$ cat src/rtl/gpl_status_filter.sv
// GPL status line conditioner: 2-FF synchronizer, stable-level debounce FSM,
// registered edge pulses and a saturating counter of rejected transitions.
`timescale 1ns/1ps

// state    | meaning
// ---------+-----------------------------------------------------------
// IDLE     | filter disabled, gpl_status held low
// LOW      | accepted level 0, watching for a 1
// RISE_CHK | synced input is 1, counting stable cycles before accepting
// HIGH     | accepted level 1, watching for a 0
// FALL_CHK | synced input is 0, counting stable cycles before accepting
module gpl_status_filter #(
    parameter int DEB_LEN = 100,
    parameter int CNT_W   = 12,
    parameter int GLT_W   = 8
) (
    input  logic             clk,
    input  logic             arst,
    input  logic             ena,
    input  logic             gpl_raw,
    input  logic             clr_cnt,
    output logic             gpl_status,
    output logic             gpl_rise,
    output logic             gpl_fall,
    output logic [GLT_W-1:0] glitch_cnt
);

    typedef enum logic [2:0] {
        IDLE     = 3'd0,
        LOW      = 3'd1,
        RISE_CHK = 3'd2,
        HIGH     = 3'd3,
        FALL_CHK = 3'd4
    } state_t;

    localparam logic [CNT_W-1:0] DEB_LAST = CNT_W'(DEB_LEN - 1);
    localparam logic [CNT_W-1:0] CNT_ONE  = CNT_W'(1);
    localparam logic [GLT_W-1:0] GLT_ONE  = GLT_W'(1);
    localparam logic [GLT_W-1:0] GLT_MAX  = '1;

    state_t           state;
    logic [CNT_W-1:0] deb_cnt;
    logic             sync_s1;
    logic             sync_s2;
    logic             glt_inc;

    // Synchronizer keeps running while disabled so re-enable sees a settled level.
    always_ff @(posedge clk or posedge arst) begin
        if (arst) begin
            sync_s1 <= 1'b0;
            sync_s2 <= 1'b0;
        end else begin
            sync_s1 <= gpl_raw;
            sync_s2 <= sync_s1;
        end
    end

    always_ff @(posedge clk or posedge arst) begin
        if (arst) begin
            state      <= IDLE;
            deb_cnt    <= '0;
            gpl_status <= 1'b0;
            gpl_rise   <= 1'b0;
            gpl_fall   <= 1'b0;
        end else begin
            gpl_rise <= 1'b0;
            gpl_fall <= 1'b0;
            if (!ena) begin
                // Disabling drops the level silently: no gpl_fall even from HIGH.
                state      <= IDLE;
                deb_cnt    <= '0;
                gpl_status <= 1'b0;
            end else begin
                case (state)
                    IDLE: begin
                        state      <= LOW;
                        deb_cnt    <= '0;
                        gpl_status <= 1'b0;
                    end
                    LOW: begin
                        gpl_status <= 1'b0;
                        if (sync_s2) begin
                            state   <= RISE_CHK;
                            deb_cnt <= '0;
                        end
                    end
                    RISE_CHK: begin
                        if (!sync_s2) begin
                            state <= LOW;
                        end else if (deb_cnt == DEB_LAST) begin
                            state      <= HIGH;
                            gpl_status <= 1'b1;
                            gpl_rise   <= 1'b1;
                        end else begin
                            deb_cnt <= deb_cnt + CNT_ONE;
                        end
                    end
                    HIGH: begin
                        gpl_status <= 1'b1;
                        if (!sync_s2) begin
                            state   <= FALL_CHK;
                            deb_cnt <= '0;
                        end
                    end
                    FALL_CHK: begin
                        if (sync_s2) begin
                            state <= HIGH;
                        end else if (deb_cnt == DEB_LAST) begin
                            state      <= LOW;
                            gpl_status <= 1'b0;
                            gpl_fall   <= 1'b1;
                        end else begin
                            deb_cnt <= deb_cnt + CNT_ONE;
                        end
                    end
                    default: begin
                        state      <= IDLE;
                        deb_cnt    <= '0;
                        gpl_status <= 1'b0;
                    end
                endcase
            end
        end
    end

    // A reversion during a check is a rejected transition.
    always_comb begin
        glt_inc = 1'b0;
        if (ena) begin
            glt_inc = ((state == RISE_CHK) && !sync_s2) ||
                      ((state == FALL_CHK) &&  sync_s2);
        end
    end

    // Clear has priority over a coincident increment.
    always_ff @(posedge clk or posedge arst) begin
        if (arst) begin
            glitch_cnt <= '0;
        end else if (clr_cnt) begin
            glitch_cnt <= '0;
        end else if (glt_inc && (glitch_cnt != GLT_MAX)) begin
            glitch_cnt <= glitch_cnt + GLT_ONE;
        end
    end

endmodule

$ cat config.mk
export PLATFORM = sky130hd
export DESIGN_NAME = gpl_status_filter
export DESIGN_NICKNAME = d
export VERILOG_FILES = /design/src/rtl/gpl_status_filter.sv
export SDC_FILE = /design/constraint.sdc
export NUM_CORES = 1
export LEC_CHECK = 0
export CAP_MARGIN = 20
export CORE_UTILIZATION = 40
export DETAILED_ROUTE_END_ITERATION = 12
export GPL_ROUTABILITY_DRIVEN = 0
export GPL_TIMING_DRIVEN = 0
export PLACE_DENSITY = 0.64
export SETUP_SLACK_MARGIN = 0.02
export SYNTH_ARGS = -nofsm -noshare
export SYNTH_HDL_FRONTEND = slang
export SYNTH_SLANG_ARGS = --single-unit
$ cat constraint.sdc
create_clock -name clk -period 4.54 [get_ports clk]
set_clock_uncertainty 0.05 [all_clocks]
set_input_delay 0.681 -clock clk [delete_from_list [all_inputs] [get_ports clk]]
set_output_delay 0.681 -clock clk [all_outputs]
set_load 0.03 [all_outputs]
Word level (Yosys, flattened, before mapping)
Cells that the tools add are included.
- register bits after elaboration: 28
- input bits: 5
- output and inout bits: 11
- word-level logic and storage cells: 65
- $add $sub $neg: 2
- equal/unequal tests: 14
- muxes and demuxes: 31
- reductions and logical operators: 10
- operators by type and width (operator ; number):
    $mux W12 ; 6
    $pmux W12 S4 ; 1
    $mux W3 ; 7
    $ne A3 B3 Y1 const B ; 6
    $mux W8 ; 2
    $pmux W3 S5 ; 1
    $mux W1 ; 13
    $add A12 B1 Y12 const B ; 1
    $eq A12 B7 Y1 const B ; 1
    $reduce_and A4 Y1 ; 3
    $add A8 B1 Y8 const B ; 1
    $ne A4 B4 Y1 const B ; 2
    $ne A8 B8 Y1 const B ; 1
    $eq A3 B2 Y1 const B ; 2
    $eq A3 B1 Y1 const B ; 1
    $eq A3 B3 Y1 const B ; 1
    $logic_and A1 B1 Y1 ; 3
    $logic_not A3 Y1 ; 1
    $pmux W1 S3 ; 1
    $reduce_bool A2 Y1 ; 1
    $logic_not A1 Y1 ; 1
    $logic_or A1 B1 Y1 ; 1

Logic depth before layout (Yosys ltp)
Gate-level depths: netlist (run 1).
- depth after elaboration: 7
- depth in mapped cells: 7
- depth with buffers taken out: 6

Worst setup path after synthesis (run 1)
Ideal clock, no wire load.
- path kind: input port to flip-flop
- from: input port ena
- to: register gpl_status
- setup time: 120 ps
- arrival time: 1491 ps
- required time: 4370 ps
- slack: 2879 ps
- cell stages on the path: 5
- path buffers: 0
- path through: and2b_2 -> and2_1 -> a21oi_1 -> nor2b_1 -> a31o_2
- word-level cells in the longest chain between the ends: 2
- elaborated cells between the ends (all ways): 6
- those cells by class: eq/ne: 4; mux: 1; reduce/logical: 1
- ends and longest elaborated chain (what ; RTL line ; RTL):
    from (decl) ; 19 ; input logic ena,
    $ne A3 B3 Y1 (no line) ; -- ;
    $reduce_and A4 Y1 (no line) ; -- ;
    to (signal assigned) ; 62 ; gpl_status <= 1'b0;
    to (signal assigned) ; 72 ; gpl_status <= 1'b0;
    to (signal assigned) ; 78 ; gpl_status <= 1'b0;
    to (decl) ; 22 ; output logic gpl_status,
Several ways; a longest one is shown, not always the timed one.
A chain may end at the register's enable or synchronous reset.

Worst setup path after layout (run 1)
- from: register glitch_cnt[3]
- to: output port glitch_cnt[3]
- RTL lines (what ; RTL line ; RTL):
    from (decl) ; 25 ; output logic [GLT_W-1:0] glitch_cnt
    from (signal assigned) ; 142 ; glitch_cnt <= glitch_cnt + GLT_ONE;
No word-level cell between the ends.

==> impl_results.md, run 1 <==
* Metal2 WL at 1570 um
* Primary FF master, synth: dfrtp_1
* Number of flops mapped to enable cells by yosys at 0
* Leakage power total at 0.000807 uW
* Post-CTS Hold Buffers at 0
* Seq cells post-synth at 28
* Max cap viols at 0
* Fin nets at between 150 and 200
* Cell Area, Placed at about 0.0018 mm^2
* Worst vdd ir at approximately 0.14 mV
* Worst Max-Slew Pin Slew at between 0.5 and 0.6 ns
* CP required at 3.81 ns
* Max Used Layer: met4
* Buffers on Ports at 14
* CP bufs+invs at 1
* Startpoint Class: register
* Cell family with most CP delay: buffers and inverters
* Crit-path slowest cell: clkdlybuf4s50_1
* Wire per inst at between 10 and 15 um
* DR vias/cell at approximately 5.6
* Clock Latency Late Sink at about 0.28 ns
* Cell count after synthesis at 166
* Residual DRC at 0
* Die H at approximately 65 um
* Core area at ~0.0037 mm^2
* Setup bufs post-CTS at 0
* Final Cycle Share at a little under half
* Non-filler instance count after layout at about 230
* Pins Over Slew Limit at 0
* Initial drt markers at 38
* Syn nets at approximately 170
* YS warnings at 0
* Commonest non-fill, non-tap cell in the layout: dfrtp_1
* Initial antenna violation count at 0
* Cell area after synthesis at 0.00159 mm^2
* Fin util at between 50% and 60%
* Site row count at 22
* Worst-case clock buffer depth at 2
* Finished Cell Area at ~0.0019 mm^2
* PwrDens at 262 mW/mm^2
* Clk pin slew, worst setup/hold paths at roughly 0.10 ns
* Endpoints failing setup at 0
* Routed wl met3 at about 110 um
* TNS Setup at 0 ns
* CP Class: register to primary output
* RSZ-0062 raised after global routing: no
* DR pass1 iterations at 4
* Worst hold stages at 0
* Root Driver: clkbuf_8
* Post_cts resized at 0
* Antenna fix cells at 0
* Fin. Hold Viols at 0
* Die Area at about 0.0042 mm^2
* DR vias at between 1k and 1.5k
* Crit Reg-Reg Startpoint: deb_cnt[4]
* Sequential area share after synthesis at roughly 44%
* Count of cell types in the netlist at 48
* M1 WL at ~1500 um
* CP cell instances: clkdlybuf4s50_1
* CP Depth at 1
* Max H-tree Level at 1
* Status: completed
* Rel. slew slack at 66.2%
* Chip width at roughly 65 um
* Final min period at 2.16 ns
* Most frequent cells in the layout: dfrtp_1, nor2_1, clkdlybuf4s50_1
* Layout cells sized above 1 at about an eighth
* CP Max Fanout at 7
* HP Start: sync_s1
* Worst Setup SP: glitch_cnt[3]
* TritonCTS buffer count at 3
* Syn Area/Cell at 9.59 um^2
* Hold WC Path Type: register to register
* Post-route ant nets at 0
* Vias in the first global route at approximately 1.3k
* Async set or reset register ratio after synthesis at 100%
* Total gr overflow at 0
* CTS tree: yes
* Critical path's largest stage delay at ~0.70 ns
* Placed insts at ~230
* Total power at 494 uW
* Routed wire length at ~3300 um
* Initial Util at 42.5%
* Largest net degree at the start of global routing at 19
* GRT Overall Usage at between 15 and 20%
* # IOs at 16
* # clock sinks at 28
* Area grow syn2layout at 18.8%
* Kind of end point of the critical path: primary output
* First-pass GRT wire length at 6000 um
* Worst reg-to-reg path cell count at 6
* Worst path arrival time at between 1 and 1.5 ns
* Final HPWL DP at 2370 um
* Fmax at approximately 0.46 GHz
## cell usage after synthesis (all sizes together), types with 2 or more instances
master / n / area, um^2
a21o: 3 / 23.8
a21oi: 3 / 15.0
and2: 4 / 26.3
and2b: 5 / 43.8
and3: 4 / 25.0
buf: 5 / 41.3
dfrtp: 28 / 701
ha: 2 / 25.0
inv: 5 / 18.8
mux2i: 2 / 20.0
nand2: 13 / 48.8
nand2b: 3 / 18.8
nand3: 7 / 40.0
nand4: 7 / 50.1
nor2: 17 / 63.8
nor2b: 2 / 12.5
nor3: 7 / 35.0
nor3b: 4 / 30.0
nor4: 2 / 18.8
o211ai: 2 / 15.0
o21ai: 9 / 45.0
o22a: 7 / 62.6
or4: 2 / 15.0
xnor2: 3 / 26.3
xor2: 5 / 43.8
## power by group
| part | switching (uW) | internal, uW |
|---|---|---|
| Combinational | 23.1 | 18.3 |
| Sequential | 3.13 | 252 |
| Clock | 79.6 | 118 |
| Total | 106 | 389 |
## metal layers
layer  GRT usage (%)  up-vias
met5               0        -
met4            6.79        0
met3            2.64        6
met2            30.7       26
met1            23.9      640
li1                -      636
## through the flow
step | hold WS (ns) | setup WS, ns
after global routing | 0.323 | 2.31
after global placement | 0.282 | 2.17
final | 0.305 | 2.38
after floorplan | 0.281 | 2.88
after detailed placement | 0.286 | 2.14
after CTS | 0.310 | 2.36
## registers in the layout (all words and copies together) (netlist names)
| signal | count |
|---|---|
| deb_cnt | 12 |
| glitch_cnt | 8 |
| gpl_fall | 1 |
| gpl_rise | 1 |
| gpl_status | 1 |
| state | 3 |
| sync_s1 | 1 |
| sync_s2 | 1 |
## path summary, 6_finish.rpt
path,endpoint,slack (ns)
min in group asynchronous,glitch_cnt[0],0.68
worst max-delay path,glitch_cnt[3],2.38
worst min register to register,sync_s2,0.30
worst max register to register,deb_cnt[2],2.71
worst min-delay path,sync_s2,0.30
max in group asynchronous,deb_cnt[6],3.30
## final cells by class
class | instances | area [um^2]
tap | 48 | 60.1
clock inverter | 1 | 30.0
clock buffer | 3 | 41.3
timing repair buffer | 15 | 168
sequential | 28 | 701
multi-input combinational | 127 | 817
buffer | 6 | 55.1
inverter | 5 | 18.8
fill | 366 | 1850
## worst reg2reg max path, delay by kind of cell, from the launching register on
family,cells,cell delay [ns]
AND/OR/NAND/NOR,4,0.81
buffers and inverters,1,0.15
AO/OA/AOI/OAI,1,0.26
flip-flops,1,0.46
## logic make-up (layout without fill, tap and decap cells)
kind of cell	count (synthesis)	count (layout)	synth area share, %
AO/OA/AOI/OAI	34	34	15.3
XOR/XNOR	8	8	4.40
adder cells (fa/ha/maj)	2	2	1.57
buffers and inverters	11	30	4.64
flip-flops	28	28	44.0
multiplexers	2	2	1.26
AND/OR/NAND/NOR	81	81	28.9
Power figures use the tool's default switching activity.
==> run 2, diff against run 1 <==
==> constraint.sdc (replaced) <==
create_clock -name clk -period 2 [get_ports clk]
set_clock_uncertainty 0.05 [all_clocks]
set_input_delay 0.3 -clock clk [delete_from_list [all_inputs] [get_ports clk]]
set_output_delay 0.3 -clock clk [all_outputs]
set_load 0.03 [all_outputs]
==> run 2 against run 1 <==
  * Global-route usage is the same
  * Register-to-register slack worse by 2.5 ns
  * Core utilization rose by 0.067 points
  * Power up 130%
  * Worst hold slack worse by 0.0092 ns
  * Clock-buffer cell count is the same
  * Non-clock buffer count is the same
  * Sequential power rose by 130%
  * Via count decreased by 0.61%
  * Setup slack worse by 2.2 ns
  * Largest cell class unchanged
  * Highest routed layer unchanged
==> impl_results.md, run 2 (synthesized netlist as in run 1, its figures left out) <==
* Status: completed
* Endpoints failing setup at 0
* Pins Over Slew Limit at 0
* Area grow syn2layout at 18.9%
* # clock sinks at 28
* Hold WC Path Type: primary input to async pin
* Wire per inst at between 10 and 15 um
* First-pass GRT wire length at around 6000 um
* Worst Max-Slew Pin Slew at slightly above 0.5 ns
* Fin util at between 50% and 60%
* CTS tree: yes
* Initial antenna violation count at 0
* Setup bufs post-CTS at 0
* Post-route ant nets at 0
* Layout cells sized above 1 at 13.0%
* Post_cts resized at 0
* Final min period at between 1.5 and 2 ns
* Regs by FF count: deb_cnt: 12 flops, glitch_cnt: 8 flops, state: 3 flops
* RSZ-0062 raised after global routing: no
* Area of the multi-input gates at slightly above 800 um^2
* Fin. Hold Viols at 0
* Chip width at ~65 um
* DR vias/cell at 5.58
* Fin nets at around 190
* Routed wire length at roughly 3300 um
* Final HPWL DP at 2370 um
* Worst path arrival time at just under 2 ns
* Cell Area, Placed at 0.00182 mm^2
* TritonCTS buffer count at 3
* Buffers on Ports at 14
* Die H at approximately 65 um
* DR vias at about 1.3k
* Worst reg2reg setup slack at approximately 0.18 ns
* Initial drt markers at 44
* CP Max Fanout at 10
* Total gr overflow at 0
* Startpoint Class: register
* Max cap viols at 0
* Max FFs per register at 12
* Largest net degree at the start of global routing at 19
* DR pass1 iterations at 4
* Commonest non-fill, non-tap cell in the layout: dfrtp_1
* Vias in the first global route at between 1k and 1.5k
* Worst reg-to-reg path cell count at 6
* Finished Cell Area at 0.00189 mm^2
* Fillers at roughly 370
* PwrDens at 594 mW/mm^2
* Rel. slew slack at between 60% and 70%
* R2r endpoint: deb_cnt[2]
* Clk pin slew, worst setup/hold paths at approximately 0.10 ns
* Fmax at approximately 0.55 GHz
* CP Class: register to register
* Residual DRC at 0
* # IOs at 16
* Crit Reg-Reg Startpoint: deb_cnt[4]
* Kind of end point of the critical path: register
* Root Driver: clkbuf_8
* Site row count at 22
* Die Area at approximately 0.0042 mm^2
* Core area at between 0.003 and 0.004 mm^2
* Most frequent cells in the layout: dfrtp_1, nor2_1, clkdlybuf4s50_1
* Final Cycle Share at around 90%
* Leakage power total at roughly 0.00081 uW
* Clock Latency Late Sink at between 0.2 and 0.3 ns
* Antenna fix cells at 0
* WHS at 0.296 ns
* Register Area at approximately 700 um^2
* CP required at 2.12 ns
* Max H-tree Level at 1
* Post-CTS Hold Buffers at 0
* Largest Register: deb_cnt
* Initial Util at a little over two fifths
* GRT Overall Usage at a little under a fifth
* Worst vdd ir at 0.320 mV
* Worst-case clock buffer depth at 2
run 2: layout make-up:
| cell class | instances | share of cell area [%] |
|---|---|---|
| multi-input cells | 127 | 43.3 |
| repair buffers | 15 | 8.86 |
| plain buffers | 6 | 2.91 |
| well taps | 48 | 3.17 |
| flip-flops and latches | 28 | 37.0 |
| clock inverters | 1 | 1.59 |
| inverters | 5 | 0.991 |
| clock buffers | 3 | 2.18 |
run 2: where the power goes:
group | switching (uW) | internal [uW]
combinational | 52.8 | 42.0
clock | 182 | 268
sequential | 7.51 | 573
run 2: how the worst max path moves through the flow:
stage	startpoint	slack, ns	end	depth (start not counted)
final	deb_cnt[4]	0.18	deb_cnt[2]	6
after global routing	deb_cnt[0]	0.04	deb_cnt[7]	7
after CTS	deb_cnt[4]	0.16	deb_cnt[2]	6
after detailed placement	ena	-0.02	deb_cnt[1]	6
after global placement	ena	0.01	deb_cnt[1]	6
after floorplan	glitch_cnt[3]	0.35	glitch_cnt[1]	5
run 2: routing by layer:
layer,share of wire (%),global-route usage (%),wire length [um],up-vias
met4,1.3,6.79,44,0
met3,3.8,2.64,125,6
li1,-,-,-,637
met5,0,0,0,-
met1,46,23.9,1510,631
met2,48,30.7,1580,26
run 2: critical path, stage by stage (launching register included):
cell and delay [ns]:
dfrtp_1 0.46, nor4_2 0.32, nand4_2 0.25, nand3_2 0.17, buf_6 0.15, nor3b_1 0.05
a211o_1 0.26
run 2: per-stage QoR:
step	std cells	total power, uW	setup WS [ns]	TNS (ns)
6_report	233	1120	0.175	0
5_1_grt	233	1170	0.0356	0
4_1_cts	233	1140	0.163	0
3_5_place_dp	229	686	-0.0158	-0.0295
3_3_place_gp	228	676	0.0109	0
2_1_floorplan	166	652	0.353	0
==> run 3, diff against run 2 <==
==> constraint.sdc (replaced) <==
create_clock -name clk -period 2 [get_ports clk]
set_clock_uncertainty 0.05 [all_clocks]
set_input_delay 0.2 -clock clk [delete_from_list [all_inputs] [get_ports clk]]
set_output_delay 0.2 -clock clk [all_outputs]
set_load 0.03 [all_outputs]
==> results of run 3 <==
Same layout as run 2 (identical final DEF). Status: completed.
Main changes from that run: setup slack after placement -0.0158 ns -> 0.0842 ns; hold slack 0.296 ns -> 0.196 ns
